`src/rtl/regfile_ctrl.sv`:
```
// rtl/regfile_ctrl.sv - command sequencer driving an 8x8 register file through a small ALU
// Optional build macro: RFC_SAT_ARITH_EN (saturating ADD/SUB; carry still reports raw carry/borrow)
module regfile_ctrl #(
    parameter int DATA_W = 8,
    parameter int ADDR_W = 3
) (
    input  logic              CLK_i,
    input  logic              RES_ni,
    input  logic              CMD_VALID_i,
    output logic              CMD_READY_o,
    input  logic [2:0]        CMD_OP_i,
    input  logic [ADDR_W-1:0] CMD_DST_i,
    input  logic [ADDR_W-1:0] CMD_SRC1_i,
    input  logic [ADDR_W-1:0] CMD_SRC2_i,
    input  logic [DATA_W-1:0] CMD_IMM_i,
    output logic              RSP_VALID_o,
    input  logic              RSP_READY_i,
    output logic [DATA_W-1:0] RSP_DATA_o,
    output logic              RSP_CARRY_o,
    output logic              WRT_EN_o,
    output logic [ADDR_W-1:0] WRT_DEST_o,
    output logic [DATA_W-1:0] WRT_DATA_o,
    output logic [ADDR_W-1:0] READ_ADDR1_o,
    output logic [ADDR_W-1:0] READ_ADDR2_o,
    input  logic [DATA_W-1:0] RD_DATA1_i,
    input  logic [DATA_W-1:0] RD_DATA2_i
);

    typedef enum logic [1:0] {
        IDLE = 2'd0,
        EXEC = 2'd1,
        RESP = 2'd2
    } state_t;

    localparam logic [2:0] OP_NOP = 3'd0;
    localparam logic [2:0] OP_LDI = 3'd1;
    localparam logic [2:0] OP_MOV = 3'd2;
    localparam logic [2:0] OP_ADD = 3'd3;
    localparam logic [2:0] OP_SUB = 3'd4;
    localparam logic [2:0] OP_AND = 3'd5;
    localparam logic [2:0] OP_OR  = 3'd6;
    localparam logic [2:0] OP_RD  = 3'd7;

    state_t            state;
    logic [2:0]        op_q;
    logic [DATA_W-1:0] imm_q;

    logic [DATA_W:0]   sum;
    logic [DATA_W:0]   diff;
    logic [DATA_W-1:0] result;
    logic              carry;

    // ALU: operands come straight from the register file read ports during EXEC
    always_comb begin
        sum    = {1'b0, RD_DATA1_i} + {1'b0, RD_DATA2_i};
        diff   = {1'b0, RD_DATA1_i} - {1'b0, RD_DATA2_i};
        result = '0;
        carry  = 1'b0;
        case (op_q)
            OP_LDI: result = imm_q;
            OP_MOV: result = RD_DATA1_i;
            OP_ADD: begin
                carry = sum[DATA_W];
`ifdef RFC_SAT_ARITH_EN
                result = sum[DATA_W] ? '1 : sum[DATA_W-1:0];
`else
                result = sum[DATA_W-1:0];
`endif
            end
            OP_SUB: begin
                // borrow shows up as the wrap into the extra top bit
                carry = diff[DATA_W];
`ifdef RFC_SAT_ARITH_EN
                result = diff[DATA_W] ? '0 : diff[DATA_W-1:0];
`else
                result = diff[DATA_W-1:0];
`endif
            end
            OP_AND: result = RD_DATA1_i & RD_DATA2_i;
            OP_OR:  result = RD_DATA1_i | RD_DATA2_i;
            OP_RD:  result = RD_DATA1_i;
            default: result = '0;
        endcase
    end

    // write data must be valid inside EXEC itself so the register file captures it at the end of that cycle
    assign WRT_DATA_o = (state == EXEC && WRT_EN_o) ? result : '0;

    // sequencer: IDLE accepts, EXEC reads/writes for one cycle, RESP holds the response until taken
    always_ff @(posedge CLK_i) begin
        if (!RES_ni) begin
            state        <= IDLE;
            op_q         <= OP_NOP;
            imm_q        <= '0;
            CMD_READY_o  <= 1'b0;
            RSP_VALID_o  <= 1'b0;
            RSP_DATA_o   <= '0;
            RSP_CARRY_o  <= 1'b0;
            WRT_EN_o     <= 1'b0;
            WRT_DEST_o   <= '0;
            READ_ADDR1_o <= '0;
            READ_ADDR2_o <= '0;
        end else begin
            case (state)
                IDLE: begin
                    CMD_READY_o <= 1'b1;
                    // NOP is consumed in place; outputs are left untouched
                    if (CMD_VALID_i && CMD_READY_o && CMD_OP_i != OP_NOP) begin
                        op_q         <= CMD_OP_i;
                        imm_q        <= CMD_IMM_i;
                        READ_ADDR1_o <= CMD_SRC1_i;
                        READ_ADDR2_o <= CMD_SRC2_i;
                        WRT_DEST_o   <= CMD_DST_i;
                        WRT_EN_o     <= (CMD_OP_i != OP_RD);
                        CMD_READY_o  <= 1'b0;
                        state        <= EXEC;
                    end
                end
                EXEC: begin
                    WRT_EN_o    <= 1'b0;
                    RSP_DATA_o  <= result;
                    RSP_CARRY_o <= carry;
                    RSP_VALID_o <= 1'b1;
                    state       <= RESP;
                end
                RESP: begin
                    if (RSP_READY_i) begin
                        RSP_VALID_o <= 1'b0;
                        CMD_READY_o <= 1'b1;
                        state       <= IDLE;
                    end
                end
                default: state <= IDLE;
            endcase
        end
    end

endmodule

```
`config.mk`:
```
export PLATFORM = sky130hd
export DESIGN_NAME = regfile_ctrl
export DESIGN_NICKNAME = d
export VERILOG_FILES = /design/src/rtl/regfile_ctrl.sv
export SDC_FILE = /design/constraint.sdc
export NUM_CORES = 1
export LEC_CHECK = 0
export CORE_MARGIN = 2
export CORE_UTILIZATION = 37
export DETAILED_ROUTE_END_ITERATION = 7
export PLACE_DENSITY_LB_ADDON = 0.08
export SYNTH_ARGS = -nofsm -noshare
export SYNTH_HDL_FRONTEND = slang
export SYNTH_SLANG_ARGS = --single-unit
```
`constraint.sdc`:
```
create_clock -name CLK_i -period 3 [get_ports CLK_i]
set_input_delay 0.6 -clock CLK_i [delete_from_list [all_inputs] [get_ports CLK_i]]
set_output_delay 0.6 -clock CLK_i [all_outputs]
set_load 0.02 [all_outputs]
```
# Word-level counts from Yosys, hierarchy flattened
# Cells that the tools add are included.
dict set report word_totals {
  ff_bits 34
  elab_cells 54
  inputBits 40
  out_inout_bits 29
}
dict set report op_classes {
  n_eq_ne 12
  mux 13
  n_bitwise 2
  n_addsub 2
  reduce_logical 14
}
# op count
set ops {}
lappend ops {{case mux 8 bit (6 select lines)} 1}
lappend ops {{== test 3 bit, second input constant} 4}
lappend ops {{AND reduction 2 bit} 5}
lappend ops {{adder 8 x 8 -> 9 bit} 1}
lappend ops {{subtractor 8 x 8 -> 9 bit} 1}
lappend ops {{AND 8 bit} 1}
lappend ops {{two-way mux 8 bit} 1}
lappend ops {{bitwise OR 8 bit} 1}
lappend ops {{case mux 1 bit (2 select lines)} 4}
lappend ops {{== test 3 x 2 -> 1 bit, second input constant} 2}
lappend ops {{case mux 2 bit (3 select lines)} 1}
lappend ops {{nonzero test 2 bit} 3}
lappend ops {{two-way mux 1 bit} 4}
lappend ops {{two-way mux 2 bit} 2}
lappend ops {{!= test 2 bit, second input constant} 2}
lappend ops {{== test 3 x 1 -> 1 bit, second input constant} 1}
lappend ops {{logical AND 1 bit} 3}
lappend ops {{!= test 3 bit, second input constant} 1}
lappend ops {{nonzero test 3 bit} 1}
lappend ops {{== test 2 x 1 -> 1 bit, second input constant} 1}
lappend ops {{== test 2 bit, second input constant} 1}
lappend ops {{zero test 2 bit} 1}
lappend ops {{OR reduction 2 bit} 1}

# Longest topological paths before layout
# Gate-level depths: netlist of the first run.
dict set report depth {
  ltp_word 4
  depth_mapped 9
  depth_no_buf 9
}

# Worst setup path after synthesis of the first run
# Ideal clock, no wire load.
dict set report synth_timing {
  kind {in2out}
  from {input port RD_DATA1_i[0]}
  to {output port WRT_DATA_o[6]}
  required_time_ps 2400
  n_path_buf 0
  setup_slack_ps 31
  path_stages 9
  arrival_ps 2369
  path_cell_list {inv_1 > ha_1 > fa_1 > o21bai_2 > a21oi_2 > or4_1 > nand4b_1 > nand2_1 > nor2_1}
}
dict set report synth_via {
  elab_chain_cells 3
  word_cells_on_any_way 4
  cone_classes {2 x add/sub; 2 x mux}
}
# element line_no
set synth_lines {}
lappend synth_lines {{start, declared} 25} ;# input logic [DATA_W-1:0] RD_DATA1_i,
lappend synth_lines {{subtractor 8 x 8 -> 9 bit or adder 8 x 8 -> 9 bit (tied branches)} {56, 55}}
lappend synth_lines {{case mux 8 bit (6 select lines) (*)} 59} ;# case (op_q)
lappend synth_lines {{two-way mux 8 bit (*)} 87} ;# assign WRT_DATA_o = (state == EXEC && WRT_EN_o) ? result : '0;
lappend synth_lines {{end, declared} 22} ;# output logic [DATA_W-1:0] WRT_DATA_o,
# Mark *: on every way between the ends. The rest lies on a longest branch, timed or not.

# Worst setup path in the final report of the first run
dict set report layout_timing {
  from {input port RD_DATA1_i[1]}
  to {output port WRT_DATA_o[7]}
}
# The elaborated chain is that of the path after synthesis.

==> flow_summary.toml, run 1 <==
[status]
status = "complete, no violations"

[floorplanning]
core_area_mm2 = 0.00725
die_width_um = 90.6
ioPinCount = 69
die_area_mm2 = 0.00820
fp.dieH_um = 90.6
rows = 31
initial_core_util = 0.382

[routing]
drtAntennaViolNets = 0
wl_um = 8960
drc = 0
wire_per_inst_um = 15.3
vias_per_cell = 5.17
drt_iter0_drc = 123
dr.pass1.iters = 4
dr_total_vias = 3022

[cells_and_area]
final_common_cell = "buf_4"
fin_util = 0.625
layout.nets = 552
mostFrequentLayoutCells = "buf_4, nand2_1, clkdlybuf4s50_1"
diodes = 0
drive_above_1_share = 0.385
areaGrowthSynthToFinish_pct = 63.4

[grt]
grt_usage = 0.221
grt_pass1_vias = 3003
grt_pass1_wl_um = 14700
grt_overflow = 0
antenna_found_initial = 0
grt_start_max_net_pins = 22

[pwr]
p_comb_frac = 0.392
clkPwrFrac = 0.260
intPower_mw = 0.941
seqPwrFrac = 0.348
powerDensity_mw_per_mm2 = 309
p_switching_mw = 0.461
p_leak_nw = 1.83
irDropWorstVdd_uv = 207
swShare = 0.329

[place]
pre_cts_ws_ns = -0.978
place_hpwl_um = 6850
gp_congestion = 0.922
port_buffers = 68

[timing]
max_freq_mhz = 336
rsz0062_at_grt = "true"
worstMarginPinSlew_ns = 0.675
slew_headroom = 0.549
fin_crit_ns = 2.98
hold_viol_final = 0
layout_setup_ws_ns = 0.0204
setup_viol = 0
fin_skew_ns = 0.00836
slew_viol_final = 0
period_share = 0.993

[logic_synthesis]
synth_edf_count = 0
synth_area_mm2 = 0.00277
ys_seq_area_frac = 0.245
yosys.area.top_type = "dfxtp_1"
yosys-top-cells-area = "dfxtp_1, ha_1, nand2_1, a21boi_0, a21oi_1"
postSynthNetCount = 411
synth-main-ff-cell = "dfxtp_1"
ys.warnings.count = 0
ys_types = 69
avgSynthCellArea_um2 = 8.06
synth_top_area_frac = 0.245
synth_async_sr_flop_share = 0
netlist_instances = 344
synth-seq-cells = 34

[clocking]
cts_root_buf = "clkbuf_8"
cts_htree_levels = 2
cts_tree = "built"
cts_buffers = 5
clk_pin_slew_ns = 0.07
clk_latency_ns = 0.29
cts_buffer_depth = 2
clock_sinks = 34

[setup_path]
critPathMaxFanout = 3
worstSetupPathType = "in2out"
r2r_cells = 8
worstPathRequired_ns = 2.40
cp-start-kind = "primary input"
arrival_ns = 2.38
end_kind = "output port"

[job]
cap_violations = 0

[hold_path]
hold-path-cell-count = 2
min_path_type = "reg2reg"
## metal layers
metal	track usage	wire [um]	up-vias
met2	0.370	4160	73
met5	0	0	-
met4	0.0795	293	0
met3	0.0401	397	23
met1	0.283	4110	1409
li1	-	-	1517
## synth_stat cells, drive strengths merged (2+ instances only)
library cell / count
fa: 2
clkbuf: 6
nor2: 23
ha: 25
o21bai: 2
nand3b: 3
a211oi: 3
o31ai: 2
a31oi: 5
nand2b: 3
xor2: 2
a21boi: 18
buf: 14
and3: 2
o21ai: 13
a221oi: 3
o221ai: 6
a21oi: 21
a2111oi: 2
nand2: 53
nand3: 9
inv: 24
nor3: 3
dfxtp: 34
a22oi: 7
mux2i: 9
a221o: 5
nor2b: 10
a311o: 2
a311oi: 2
and2: 5
nand4: 4
## per-stage QoR
step | setup TNS, ns | hold WS [ns] | area, um^2 | instances | power [mW]
2_1_floorplan | 0 | 0.443 | 2770 | 344 | 0.729
3_3_place_gp | -6.53 | 0.450 | 3990 | 563 | 0.951
3_5_place_dp | -6.60 | 0.456 | 3990 | 563 | 0.955
4_1_cts | -0.0381 | 0.467 | 4390 | 581 | 1.38
5_1_grt | -0.0321 | 0.493 | 4530 | 585 | 1.48
6_report | 0 | 0.462 | 4530 | 585 | 1.40
## flip-flops by register name, indices dropped and copies added (netlist names)
signal / cells
op_q: 3
WRT_DEST_o: 3
READ_ADDR1_o: 3
WRT_EN_o: 1
imm_q: 8
state: 2
CMD_READY_o: 1
READ_ADDR2_o: 3
RSP_VALID_o: 1
RSP_CARRY_o: 1
RSP_DATA_o: 8
## timing repair
item,CTS,global route
gates resized for setup,129,36
pin swaps,23,20
endpoints found under the setup margin,8,7
hold buffers,0,0
buffers inserted,10,4
## final timing paths
check / slack (ns) / end / from
hold reg to reg: 0.46 / imm_q[0] / imm_q[0]
hold / removal: 0.46 / imm_q[0] / imm_q[0]
setup / recovery: 0.02 / WRT_DATA_o[7] / RD_DATA1_i[1]
setup reg to reg: 0.94 / RSP_DATA_o[5] / op_q[0]
## kinds of logic after synthesis
group,Yosys count,share of synthesized area
compound gates,102,0.272
xor+xnor,2,0.00632
fa+ha+maj,27,0.127
buf+inv,44,0.0817
flops,34,0.245
mux,10,0.0366
simple gates,125,0.231
## final cells by class
cell class / instances / area (um^2)
Timing Repair Buffer: 154 / 1320
Inverter: 24 / 105
Multi-Input combinational cell: 266 / 2200
Fill cell: 650 / 2720
Clock inverter: 2 / 12.5
Clock buffer: 6 / 82.6
Sequential cell: 34 / 681
Tap cell: 99 / 124
## power by group through the flow
stage               Combinational [mW]  Clock, mW  Sequential [mW]
floorplan                        0.225          0            0.504
global placement                 0.454          0            0.498
detailed placement               0.456          0            0.498
CTS                              0.518      0.374            0.488
global route                     0.595      0.394            0.491
finish                           0.550      0.364            0.488
## worst max-delay path, stage by stage
cell and delay [ns]:
buf_8 0.11, inv_8 0.05, ha_4 0.20, o21ba_4 0.22, or3_4 0.40, nand4_1 0.16, and4_4 0.26, nor3_2 0.05
a21oi_1 0.17, buf_4 0.17
Power figures use the tool's default switching activity.
==> run 2: changes to the inputs <==
--- a/config.mk
+++ b/config.mk
@@ -6,9 +6,10 @@
 export NUM_CORES = 1
 export LEC_CHECK = 0
 export CORE_MARGIN = 2
-export CORE_UTILIZATION = 37
+export CORE_UTILIZATION = 50
 export DETAILED_ROUTE_END_ITERATION = 7
 export PLACE_DENSITY_LB_ADDON = 0.08
+export RECOVER_POWER = 50
 export SYNTH_ARGS = -nofsm -noshare
 export SYNTH_HDL_FRONTEND = slang
 export SYNTH_SLANG_ARGS = --single-unit
==> run 2 against run 1 <==
Compared with the run above: the run now ends with setup timing left; first-iteration DRC count rose by 67%; global-route usage is 9.1 points higher; die area shrank 25%; final cell count down 2.4%; register-to-register slack worse by 0.74 ns; power is 5.7% higher; count of clock-buffer cells in the layout unchanged; hold slack gained 0.00055 ns; non-clock buffer count is 13 higher; sequential cell count unchanged; cell area increased by 2.5%; highest routed layer unchanged.
==> flow_summary.toml, run 2 (synthesis results as in run 1) <==
[status]
status = "complete, but fails checks"
violations = "setup timing"

[place]
place_area_mm2 = 0.00401
port_buffers = 68
place_hpwl_um = 6560
dp_cells = 542
pre_cts_ws_ns = -0.954
gp_congestion = 0.919

[cells_and_area]
fin_util = 0.854
num-fill-cells = 316
final_common_cell = "buf_4"
areaGrowthSynthToFinish_pct = 67.5
diodes = 0
finalInstanceArea_mm2 = 0.00464
largestRegisters = "RSP_DATA_o (8), imm_q (8)"
layout.nets = 565
drive_above_1_share = 0.407
final_cells = 571
mostFrequentLayoutCells = "buf_4, nand2_1, dfxtp_1"

[pwr]
swShare = 0.333
p_switching_mw = 0.493
clkPwrFrac = 0.242
p_total_mw = 1.48
irDropWorstVdd_uv = 305
powerDensity_mw_per_mm2 = 319
intPower_mw = 0.989
p_leak_nw = 1.94
p_comb_frac = 0.428
seqPwrFrac = 0.330

[setup_path]
cp-start-kind = "primary input"
r2r_slack_ns = 0.20
worstPathRequired_ns = 2.40
r2r_cells = 13
end_kind = "output port"
critPathMaxFanout = 3
r2r-end = "RSP_DATA_o[4]"
r2r_start = "op_q[2]"
arrival_ns = 2.44
worstSetupPathType = "in2out"

[routing]
drc = 0
vias_per_cell = 5.73
dr_total_vias = 3269
wl_um = 10100
drtAntennaViolNets = 0
dr.pass1.iters = 7
wire_per_inst_um = 17.7
drt_iter0_drc = 205

[clocking]
cts_buffer_depth = 2
cts_htree_levels = 2
clk_latency_ns = 0.29
clk_pin_slew_ns = 0.07
clock_sinks = 34
cts_buffers = 5
cts_tree = "built"
postCtsHoldBufs = 0
cts_root_buf = "clkbuf_8"

[grt]
met3_usage = 0.0540
grt_pass1_vias = 3037
grt_use_met2 = 0.535
gr-max-usage-layer = "met2"
antenna_found_initial = 0
grt_util_met1 = 0.382
grt_usage = 0.311
grt_overflow = 0
grt_start_max_net_pins = 36
grt_pass1_wl_um = 15000

[hold_path]
hold_path.startpoint = "RSP_DATA_o[3]"
holdPathEnd = "RSP_DATA_o[3]"
min_path_type = "reg2reg"
hold-path-cell-count = 2

[floorplanning]
initial_core_util = 0.510
fp.dieH_um = 78.5
core_area_mm2 = 0.00544
die_width_um = 78.5
ioPinCount = 69
rows = 27
die_area_mm2 = 0.00616

[timing]
worstMarginPinSlew_ns = 1.27
max_freq_mhz = 329
fin_skew_ns = 0.00429
slew_headroom = 0.151
hold_viol_final = 0
fin_crit_ns = 3.04
rsz0062_at_grt = "true"
slew_viol_final = 0
period_share = 1.01
layout_setup_ws_ns = -0.0440
setup_tns_ns = -0.0440
setup_viol = 1
hold_ws_ns = 0.462

[job]
cap_violations = 0
run 2: cell count changes in the layout (fill, tap and decap cells not counted), moves of 2 or more:
cell / delta
a21oi_2: -2
buf_4: +13
buf_8: -2
clkdlybuf4s50_1: -19
dlygate4sd3_1: +19
ha_1: -2
inv_1: -2
inv_4: +3
nor2_2: -2
run 2: how the worst max path moves through the flow:
stage                  start       endpoint  slack (ns)  cells after the start
6_report       RD_DATA2_i[1]  WRT_DATA_o[6]       -0.04                     10
3_3_place_gp   RD_DATA1_i[0]  WRT_DATA_o[6]       -0.92                     11
2_1_floorplan  RD_DATA1_i[0]  WRT_DATA_o[6]        0.03                      9
4_1_cts        RD_DATA1_i[0]  WRT_DATA_o[6]       -0.02                     11
5_1_grt        RD_DATA2_i[1]  WRT_DATA_o[6]       -0.08                     10
3_5_place_dp   RD_DATA1_i[0]  WRT_DATA_o[1]       -0.95                     10
run 2: what timing repair did:
item | in CTS | in global routing
setup buffers | 18 | 3
endpoints found under the hold margin | 0 | 0
pin swaps | 35 | 20
resized for setup | 138 | 33
setup endpoints to repair | 8 | 9
run 2: power groups by stage:
stage               logic (mW)  clock network (mW)  registers [mW]
detailed placement       0.469                   0           0.498
global route             0.672               0.384           0.491
global placement         0.463                   0           0.497
finish                   0.635               0.358           0.489
CTS                      0.572               0.362           0.488
floorplan                0.225                   0           0.504
run 2: area by class of cell:
class / instances / area (um^2) / area share
multi-input cells: 266 / 2250 / 0.486
repair buffers: 167 / 1420 / 0.306
flip-flops and latches: 34 / 682 / 0.147
inverters: 24 / 100 / 0.0216
well taps: 72 / 90.1 / 0.0194
clock buffers: 6 / 82.6 / 0.0178
clock inverters: 2 / 12.5 / 0.00269
run 2: layer usage:
layer  vias to the layer above  wire length [um]
met3                        34               571
met5                         -                 0
met2                       143              5010
li1                       1549                 -
met4                         0               384
met1                      1543              4170
run 2: critical path, cell delays in order:
cell and delay (ns):
buf_4 0.13, buf_6 0.12, fa_2 0.40, o21bai_4 0.15
a21oi_4 0.09, or4_4 0.48, nand4b_1 0.11, nand2_1 0.10
nor2_1 0.10, buf_4 0.15
==> run 3: changes to the inputs <==
--- a/config.mk
+++ b/config.mk
@@ -5,8 +5,9 @@
 export SDC_FILE = /design/constraint.sdc
 export NUM_CORES = 1
 export LEC_CHECK = 0
+export ABC_AREA = 1
 export CORE_MARGIN = 2
-export CORE_UTILIZATION = 50
+export CORE_UTILIZATION = 45
 export DETAILED_ROUTE_END_ITERATION = 7
 export PLACE_DENSITY_LB_ADDON = 0.08
 export RECOVER_POWER = 50
==> constraint.sdc (replaced) <==
create_clock -name CLK_i -period 3 [get_ports CLK_i]
set_input_delay 0.45 -clock CLK_i [delete_from_list [all_inputs] [get_ports CLK_i]]
set_output_delay 0.45 -clock CLK_i [all_outputs]
set_load 0.02 [all_outputs]
==> run 3 against run 2 <==
Compared with the run above: the run now ends clean; highest routed layer unchanged; non-clock buffer count is 56 lower; sequential cell count stayed put; combinational power fell by 33%; clock power down 2%; worst setup slack better by 0.17 ns; via count down 14%; maximum frequency increased by 5.9%; sequential share of layout area increased by 3.8 points; clock skew is 0.0037 ns higher; synthesized area down 10%; critical path depth grew 4.
==> flow_summary.toml, run 3 <==
[logic_synthesis]
synth-main-ff-cell = "dfxtp_1"
yosys-top-cells-area = "dfxtp_1, ha_1, nand2_1, nor2_1, inv_1"
yosys.area.top_type = "dfxtp_1"
synth_area_mm2 = 0.00249
ys.warnings.count = 0
netlist_instances = 386
synth-seq-cells = 34
synth_edf_count = 0
ys_seq_area_frac = 0.273
synth_top_area_frac = 0.273
postSynthNetCount = 453
yosysMostFrequentCell = "nand2_1"
synth_async_sr_flop_share = 0
ys_types = 30
synth_top_cells_by_count = "nand2_1, nor2_1, inv_1"
avgSynthCellArea_um2 = 6.45

[timing]
max_freq_mhz = 348
fin_skew_ns = 0.00801
slew_headroom = 0.561
rsz0062_at_grt = "true"
period_share = 0.958
hold_viol_final = 0
slew_viol_final = 0
worstMarginPinSlew_ns = 0.659
layout_setup_ws_ns = 0.125
fin_crit_ns = 2.88
hold_ws_ns = 0.463
setup_viol = 0

[grt]
grt_usage = 0.232
antenna_found_initial = 0
grt_overflow = 0
grt_pass1_vias = 2608
grt_start_max_net_pins = 26
grt_pass1_wl_um = 11500

[pwr]
seqPwrFrac = 0.389
intPower_mw = 0.867
p_comb_frac = 0.335
powerDensity_mw_per_mm2 = 347
clkPwrFrac = 0.276
swShare = 0.320
p_switching_mw = 0.407
p_leak_nw = 1.82
irDropWorstVdd_uv = 326

[hold_path]
min_path_type = "reg2reg"

[cells_and_area]
mostFrequentLayoutCells = "nand2_1, nor2_1, inv_1"
diodes = 0
finalInstanceArea_mm2 = 0.00368
layout.nets = 558
areaGrowthSynthToFinish_pct = 47.6
drive_above_1_share = 0.159
num-fill-cells = 512
largestRegisters = "RSP_DATA_o (8), imm_q (8)"
final_common_cell = "nand2_1"

[place]
pre_cts_ws_ns = -0.380
port_buffers = 68
place_area_mm2 = 0.00351
place_hpwl_um = 5300
gp_congestion = 0.889

[job]
cap_violations = 0

[clocking]
cts_tree = "built"
cts_htree_levels = 2
postCtsHoldBufs = 0
clk_latency_ns = 0.28
clk_pin_slew_ns = 0.07
clock_sinks = 34
cts_buffers = 5
cts_root_buf = "clkbuf_8"
cts_buffer_depth = 2

[floorplanning]
die_width_um = 78.4
core_area_mm2 = 0.00544
die_area_mm2 = 0.00614
ioPinCount = 69
fp.dieH_um = 78.4
rows = 27
initial_core_util = 0.458

[routing]
drc = 0
dr_total_vias = 2822
wl_um = 6860
wire_per_inst_um = 12.2
drt_iter0_drc = 119
vias_per_cell = 5.00
drtAntennaViolNets = 0
dr.pass1.iters = 5

[setup_path]
cp-start-kind = "primary input"
worstPathRequired_ns = 2.55
crit_slowest_cell = "clkdlybuf4s50_1"
end_kind = "output port"
path_cells = "clkdlybuf4s50_1 > inv_1 > ha_4 > buf_4 > nand2_1 > nand3_1 > nand2_2 > nand2_1 > nand2_1 > nand3_1 > nand3_2 > nand3_1 > inv_1 > clkdlybuf4s15_2"
arrival_ns = 2.43
critPathMaxFanout = 6
max_stage_delay_ns = 0.48
worstSetupPathType = "in2out"

[status]
status = "complete, no violations"
## run 3: cell types whose count changed in the layout (fill, tap and decap cells not counted), sizes merged, moves of 9 or more
cell,previous run,this run
buf,110,46
nor2,23,59
inv,24,55
nand3,9,40
nand2,53,73
o21ai,13,32
a21boi,18,0
nor2b,10,0
mux2i,9,0
## run 3: worst paths after layout
kind              slack [ns]  depth (start not counted)          start            end
setup / recovery        0.12                         14  RD_DATA1_i[2]  WRT_DATA_o[7]
hold reg to reg         0.46                          2  RSP_DATA_o[3]  RSP_DATA_o[3]
setup reg to reg        1.29                          9        op_q[0]  RSP_DATA_o[6]
hold / removal          0.46                          2  RSP_DATA_o[3]  RSP_DATA_o[3]
## run 3: power by group through the flow
stage          logic, mW  clock network (mW)  registers, mW
2_1_floorplan      0.198                   0          0.524
3_3_place_gp       0.406                   0          0.506
3_5_place_dp       0.409                   0          0.507
4_1_cts            0.415               0.361          0.497
5_1_grt            0.479               0.376          0.499
6_report           0.427               0.352          0.496
## run 3: cell type report
cell class	count	area [um^2]	area share
Clock buffer	7	86.3	0.0235
Clock inverter	1	5.00	0.00136
Inverter	56	210	0.0572
Multi-Input combinational cell	283	1620	0.441
Sequential cell	34	681	0.185
Tap cell	72	90.1	0.0245
Timing Repair Buffer	111	981	0.267
## run 3: timing repair
item | in CTS | in global routing
setup endpoints to repair | 7 | 8
gates resized for setup | 27 | 25
pin swaps | 1 | 4
gates cloned | 0 | 0
buffers inserted | 0 | 0
## run 3: cell families after synthesis
| logic type | share of synthesized area |
|---|---|
| AO/OA/AOI/OAI | 0.142 |
| adder cells (fa/ha/maj) | 0.142 |
| buffers and inverters | 0.114 |
| flip-flops | 0.273 |
| AND/OR/NAND/NOR | 0.329 |
## run 3: layer usage
metal	wire [um]	track usage
met1	3120	0.312
met2	3130	0.379
met3	483	0.0483
met4	117	0.0649
met5	0	0
## run 3: metrics by stage
stage                     power (mW)   util  setup TNS (ns)  cells
after floorplan                0.722      -               0    386
after global placement         0.912  0.646           -2.10    556
after detailed placement       0.916  0.646           -2.24    556
after CTS                       1.27  0.665               0    564
after global routing            1.35  0.676         -0.0691    564
final                           1.27  0.676               0    564
## run 3: worst max-delay path, delay by kind of cell
family / cells / cell delay (ns)
buffers and inverters: 5 / 1.00
adders and majority gates: 1 / 0.26
and+or+nand+nor: 8 / 0.70
